$ cat src/rtl/mem_stage_pkg.sv
// Shared encodings for the memory stage: FSM states and the operand/data select codes.
package mem_stage_pkg;

  typedef enum logic {
    IDLE  = 1'b0,
    RDATA = 1'b1
  } state_t;

  localparam logic [1:0] SRC_ALU    = 2'b00;
  localparam logic [1:0] SRC_WDATA  = 2'b01;
  localparam logic [1:0] SRC_SP     = 2'b10;
  localparam logic [1:0] SRC_RSVD   = 2'b11;

  localparam logic [1:0] PUSH_WDATA = 2'b00;
  localparam logic [1:0] PUSH_PC    = 2'b01;
  localparam logic [1:0] PUSH_ALU   = 2'b10;
  localparam logic [1:0] PUSH_FLAGS = 2'b11;

  localparam logic POP_REG = 1'b0;
  localparam logic POP_PC  = 1'b1;

endpackage

$ cat src/rtl/data_ram.sv
// Single-port DEPTH x 8 data RAM, synchronous read, write-first (a write also appears on rdata).
module data_ram #(
  parameter int DEPTH = 256
) (
  input  logic       clk,
  input  logic       we,
  input  logic [7:0] addr,
  input  logic [7:0] wdata,
  output logic [7:0] rdata
);

  logic [7:0] mem [DEPTH];

  always_ff @(posedge clk) begin
    if (we) begin
      mem[addr] <= wdata;
      rdata     <= wdata;
    end else begin
      rdata     <= mem[addr];
    end
  end

endmodule

$ cat src/rtl/stack_mem_unit.sv
// Memory stage: owns SP and data RAM, sequences one-wait-state loads/pops,
// stalls upstream on accepted reads, returns load data or a popped PC.
module stack_mem_unit
  import mem_stage_pkg::*;
#(
  parameter int         DEPTH    = 256,
  parameter logic [7:0] SP_INIT  = 8'hFF,
  parameter logic [7:0] SP_LIMIT = 8'h80
) (
  input  logic       clk,
  input  logic       rst_n,
  input  logic       mem_read,
  input  logic       mem_write,
  input  logic       stack_push,
  input  logic       stack_pop,
  input  logic [1:0] mem_src,
  input  logic [1:0] stack_push_mux,
  input  logic       stack_pop_mux,
  input  logic [7:0] alu_result,
  input  logic [7:0] write_data,
  input  logic [7:0] pc_plus1,
  input  logic [3:0] flags,
  output logic [7:0] rdata,
  output logic       rd_valid,
  output logic       pc_load,
  output logic [7:0] pc_target,
  output logic [7:0] sp,
  output logic       stall,
  output logic       stack_fault
);

  state_t     state, state_nxt;
  logic [7:0] sp_q, sp_nxt;
  logic       fault_q, fault_set;
  logic       pop_pc_q, pop_pc_nxt;
  logic       ram_we;
  logic [7:0] ram_addr, ram_wdata, ram_q;
  logic [7:0] mem_addr, push_dat;

  always_comb begin
    case (mem_src)
      SRC_ALU:   mem_addr = alu_result;
      SRC_WDATA: mem_addr = write_data;
      SRC_SP:    mem_addr = sp_q;
      default:   mem_addr = 8'h00;
    endcase
  end

  always_comb begin
    case (stack_push_mux)
      PUSH_WDATA: push_dat = write_data;
      PUSH_PC:    push_dat = pc_plus1;
      PUSH_ALU:   push_dat = alu_result;
      default:    push_dat = {4'b0000, flags};
    endcase
  end

  always_comb begin
    state_nxt  = state;
    sp_nxt     = sp_q;
    pop_pc_nxt = pop_pc_q;
    fault_set  = 1'b0;
    stall      = 1'b0;
    ram_we     = 1'b0;
    ram_addr   = mem_addr;
    ram_wdata  = write_data;
    case (state)
      IDLE: begin
        if (stack_push && stack_pop) begin
          fault_set = 1'b1;
        end else if (stack_push) begin
          if (sp_q < SP_LIMIT) begin
            fault_set = 1'b1;
          end else begin
            ram_we    = 1'b1;
            ram_addr  = sp_q;
            ram_wdata = push_dat;
            sp_nxt    = sp_q - 8'd1;
          end
        end else if (stack_pop) begin
          if (sp_q == SP_INIT) begin
            fault_set = 1'b1;
          end else begin
            ram_addr   = sp_q + 8'd1;
            sp_nxt     = sp_q + 8'd1;
            stall      = 1'b1;
            pop_pc_nxt = stack_pop_mux;
            state_nxt  = RDATA;
          end
        end else if (mem_read) begin
          stall      = 1'b1;
          pop_pc_nxt = POP_REG;
          state_nxt  = RDATA;
        end else if (mem_write) begin
          ram_we = 1'b1;
        end
      end
      // Request inputs still show the held instruction here; ignore them.
      RDATA:   state_nxt = IDLE;
      default: state_nxt = IDLE;
    endcase
  end

  always_ff @(posedge clk or negedge rst_n) begin
    if (!rst_n) begin
      state    <= IDLE;
      sp_q     <= SP_INIT;
      fault_q  <= 1'b0;
      pop_pc_q <= 1'b0;
    end else begin
      state    <= state_nxt;
      sp_q     <= sp_nxt;
      fault_q  <= fault_q | fault_set;
      pop_pc_q <= pop_pc_nxt;
    end
  end

  data_ram #(.DEPTH(DEPTH)) u_ram (
    .clk   (clk),
    .we    (ram_we),
    .addr  (ram_addr),
    .wdata (ram_wdata),
    .rdata (ram_q)
  );

  // Gating by state means an access aborted by reset never surfaces.
  assign rdata       = (state == RDATA) ? ram_q : 8'h00;
  assign rd_valid    = (state == RDATA) && (pop_pc_q == POP_REG);
  assign pc_load     = (state == RDATA) && (pop_pc_q == POP_PC);
  assign pc_target   = pc_load ? ram_q : 8'h00;
  assign sp          = sp_q;
  assign stack_fault = fault_q;

endmodule

$ cat config.mk
export PLATFORM = sky130hd
export DESIGN_NAME = stack_mem_unit
export DESIGN_NICKNAME = d
export VERILOG_FILES = /design/src/rtl/mem_stage_pkg.sv /design/src/rtl/data_ram.sv /design/src/rtl/stack_mem_unit.sv
export SDC_FILE = /design/constraint.sdc
export NUM_CORES = 2
export LEC_CHECK = 0
export CORE_UTILIZATION = 60
export DETAILED_ROUTE_END_ITERATION = 8
export PLACE_DENSITY = 0.76
export SYNTH_ARGS = -nofsm -noshare
export SYNTH_HDL_FRONTEND = slang
export SYNTH_SLANG_ARGS = --single-unit
export TNS_END_PERCENT = 100
$ cat constraint.sdc
create_clock -name clk -period 19.2 [get_ports clk]
set_clock_uncertainty 0.05 [all_clocks]
set_input_delay 3.84 -clock clk [delete_from_list [all_inputs] [get_ports clk]]
set_output_delay 3.84 -clock clk [all_outputs]
set_load 0.02 [all_outputs]
Word level (Yosys, flattened, before mapping)
Memory sizes are Yosys's and may differ from the RTL's. A register that Yosys moved wholly into a read port is not among the register bits.
Index checks and enable logic that the tools add are counted.
- memories: 1
- output and inout port bits: 28
- bits in read-only memories: 0
- bits in registers: 11
- bits in writable memories: 2048
- word-level logic and storage cells: 73
- input port bits: 39
- latch bits: 0
- divide/modulo/power cells: 0
- equality and inequality tests: 8
- bitwise logic cells: 5
- muxes and demuxes: 43
- $add $sub $neg: 2
- reduce and logical (&&, ||, !) cells: 9
- order comparisons: 1
- shift operators: 0
- multiply operators: 0
- memories (name ; words ; bits a word ; rd ports ; clocked after Yosys merged registers in ; write ports ; line ; RTL):
    u_ram.mem ; 256 ; 8 ; 1 ; 1 ; 1 ; data_ram.sv:12 ; logic [7:0] mem [DEPTH];
- operator list (kind ; number):
    $mux 8 ; 16
    $pmux 8 s3 ; 2
    $mux 1 ; 24
    $reduce_and 5->1 ; 2
    $add 8x1->8 const B ; 1
    $eq 8x8->1 const B ; 1
    $lt 8x8->1 const B ; 1
    $sub 8x1->8 const B ; 1
    $ne 2x2->1 const B ; 3
    $eq 2x1->1 const B ; 2
    $eq 2x2->1 const B ; 2
    $logic_not 2->1 ; 2
    $not 1->1 ; 4
    $reduce_bool 2->1 ; 2
    $logic_and 1x1->1 ; 3
    $pmux 1 s2 ; 1
    $or 1x1->1 ; 1

Longest topological paths before layout
- word-level depth: 8
- depth in mapped cells: 13
- mapped depth without buffers: 9

Modules after synthesis
From an unflattened synthesis, not the netlist that was laid out.
- cells, all modules: 3957
- area total of the unflattened synthesis: 81221.6 um^2
- modules (own cells, without submodules) (module ; sequential area each (um^2) ; area each (um^2) ; cells an instance ; instances):
    data_ram ; 61659.1 ; 79556.3 ; 3733 ; 1
    stack_mem_unit ; 285.3 ; 1665.3 ; 224 ; 1

Worst setup path before layout
Ideal clock, no wire load.
- kind: input to register
- start: input port stack_push
- end: memory u_ram.mem[0][1] (data pin)
- setup time: 2187 ps
- data arrival time: 14569 ps
- data required time: 16963 ps
- cell stages on the path: 6
- setup slack: 2393 ps
- buffers on the path: 2
- path through: buf_2 and2_1 and2_1 buf_2 a31oi_1 o21ai_0
- cells in the longest elaborated chain, start to end: 3
- elaborated cells between the ends (all ways): 4
- classes of those cells: mux: 3; reduce/logical: 1
- RTL lines (element ; line ; RTL):
    start: declaration ; stack_mem_unit.sv:14 ; input logic stack_push,
    $mux 8 or $logic_and 1x1->1 (tied branches) ; stack_mem_unit.sv:71, stack_mem_unit.sv:69 ;
    $mux 8 * ; stack_mem_unit.sv:69 ; if (stack_push && stack_pop) begin
    $mux 8 * ; stack_mem_unit.sv:67 ; case (state)
    named net ram_wdata[1] ; stack_mem_unit.sv:37 ; logic [7:0] ram_addr, ram_wdata, ram_q;
    end: declaration ; data_ram.sv:12 ;
Mark *: on every way through the listed nets, which the timed path passes. The rest lies on a longest branch.

==> results.cfg <==
[cells_and_area]
ff_latch_area_um2 = 61960
most-common-layout-cells = 2048 x edfxtp_1, 465 x mux4_2, 314 x nor2_1
drive_gt1_share_pct = 20.12
final_common_cell = edfxtp_1
area_growth_pct = 9.901
nNetsFinal = 4110
fill_cells = 8318
multi_input_area_um2 = 17960
instances_no_fill = 5998

[cts]
cts_tree = built
cts_sinks = 2067
root_buffer = clkbuf_16
h-tree-depth = 4
clkLatencyLatePin_ps = 810
numCtsBuffers = 193
clk_pin_slew_ps = 60
post_cts_buffers = 0
cts_resized = 0
cts-hold-fix-buffers = 0
clock_path_buffers = 3

[global_routing]
grt_use_total_pct = 30.30
grt_overflow_total = 0
grt_antenna_before_repair = 7
grt_pass1_vias = 41150
grt_max_degree = 245
grt_pass1_wl_um = 293100

[route]
first_pass_iters = 6
wirelength_um = 204500
antenna_left = 0
vias = 42010
drc_errors = 0
drt_first_iter_violations = 6759
via_per_inst = 7.004
post_drt_wl_per_cell_um = 34.10

[sta]
relSlewSlack_pct = 5.107
fin_crit_sh_pct = 54.85
hold_ws_ps = 418.4
hold_viol = 0
fin_setup_tns_ps = 0
setup_viol = 0
final_max_slew_viol_count = 0
layout_setup_ws_ps = 8669
timing.fmax_ghz = 0.09496
tightest_slew_ps = 1405
fin_crit_ps = 10530
rsz0062_at_grt = no

[synth]
seq_area_frac_synth_pct = 76.06
synth_enable_flop_cells = 2048
ys_types = 79
syn_area_um2 = 81440
yosysWarnings = 0
synthDominantCellAreaShare_pct = 75.51
synth.area.top_cells = edfxtp_1 76%, mux4_2 13%, mux2i_1 1.7%
ys_ff_latch = 2067
synth_nets = 4012
synth_ff_type = edfxtp_1
synth_largest_area_cell = edfxtp_1
avgSynthCellArea_um2 = 20.51
async_flop_share_pct = 0.5322
netlist_instances = 3971

[critical_path]
end_kind = output port
worst_setup_path_start_kind = flop
cp_data_arrival_time_ps = 6640
cp_max_fo = 99
crit_required_ps = 15310
critical_path_class = reg -> out

[placed_design]
dpl.hpwl_um = 120500
place.gp.congestion = 0.9060
dpl_worst_slack_ps = 9205
dpl.cell_count = 5642
port_buffers = 66

[floorplanning]
die_x_um = 370.4
fp.dieH_um = 370.4
core-area_um2 = 134100
core.rowCount = 134
die-area_um2 = 137200
start_util_pct = 60.72
boundaryPins = 67

[status]
status = finished, final reports clean

[job]
max-cap-violations = 0

[power]
ir_drop_mv = 0.1112
leakage_uw = 0.02741
p_per_area_nw_per_um2 = 125.0
total_power_uw = 11190

[worst_hold_path]
min_path_type = reg -> reg
## routing by layer
metal  global-route usage, %  routed length (um)
met1                   42.38               73440
met2                   46.63               96440
met3                   7.238               25560
met4                   12.20                9024
met5                       0                  44
## final cells by class
cell class,instances,share of cell area (%)
sequential,2067,69.22
multi-input combinational,1649,20.07
tap,1768,2.471
clock inverter,96,0.8569
antenna,1,0.002796
timing repair buffer,145,1.499
clock buffer,259,5.824
inverter,13,0.05452
## metrics by stage
| step | cell area [um^2] | utilization, % |
|---|---|---|
| after floorplan | 81440 | - |
| after global placement | 83530 | 62.27 |
| after detailed placement | 83530 | 62.27 |
| after CTS | 89500 | 66.73 |
| after global routing | 89510 | 66.73 |
| final | 89510 | 66.73 |
## cells in the mapped netlist (24+ instances only)
library cell and count:
mux2i_1 137, nor3_1 34, clkbuf_1 48, a221oi_1 24, edfxtp_1 2048, a21oi_1 71
nand2_1 113, a22oi_1 80, nor2_1 315, buf_4 50, nor2b_1 29, o21ai_0 35
buf_6 38, o22ai_1 47, buf_2 87, nand3_1 27, mux4_2 465
## where the power goes
part           total [uW]  leakage (uW)  switching, uW  internal, uW
combinational        2460       0.00596           1560           891
sequential           5070        0.0185           75.7          5000
clock                3660       0.00291           1640          2030
total               11200        0.0274           3280          7910
## cell families (layout without fill, tap and decap cells)
group	count (synthesis)	after routing	share of synthesized area (%)
other	0	1	0
XOR/XNOR	9	9	0.09679
multiplexers	625	625	14.95
adder cells (fa/ha/maj)	2	2	0.03072
AND/OR/NAND/NOR	613	613	3.386
AO/OA/AOI/OAI	400	400	3.477
buffers and inverters	255	513	1.999
flip-flops	2067	2067	76.06
## registers in the layout, indices dropped and copies added (netlist names), named ones only
name,count
sp,8
pop_pc_q,1
u_ram.mem,2048
stack_fault,1
state,1
## final timing paths
kind                             start                end  slack, ps  depth (start not counted)
hold / removal             stack_fault        stack_fault        420                          1
max in group asynchronous        rst_n              sp[6]      15360                          1
setup / recovery                  flop           rdata[4]       8670                         11
hold reg to reg            stack_fault        stack_fault        420                          1
min in group asynchronous        rst_n        stack_fault       3350                          1
setup reg to reg                 sp[0]  u_ram.mem[146][4]      14030                          8
## critical path, stage by stage (launching register included)
cell and delay, ps:
dfxtp_4 670, buf_12 500, buf_4 670, buf_4 600
nor2b_1 730, a22o_1 260, nor3_1 90, a211oi_1 510
o21ai_0 400, a311o_1 530, nor2_1 130, clkdlybuf4s50_1 620
Note: power is estimated with default switching activity, not from simulation.
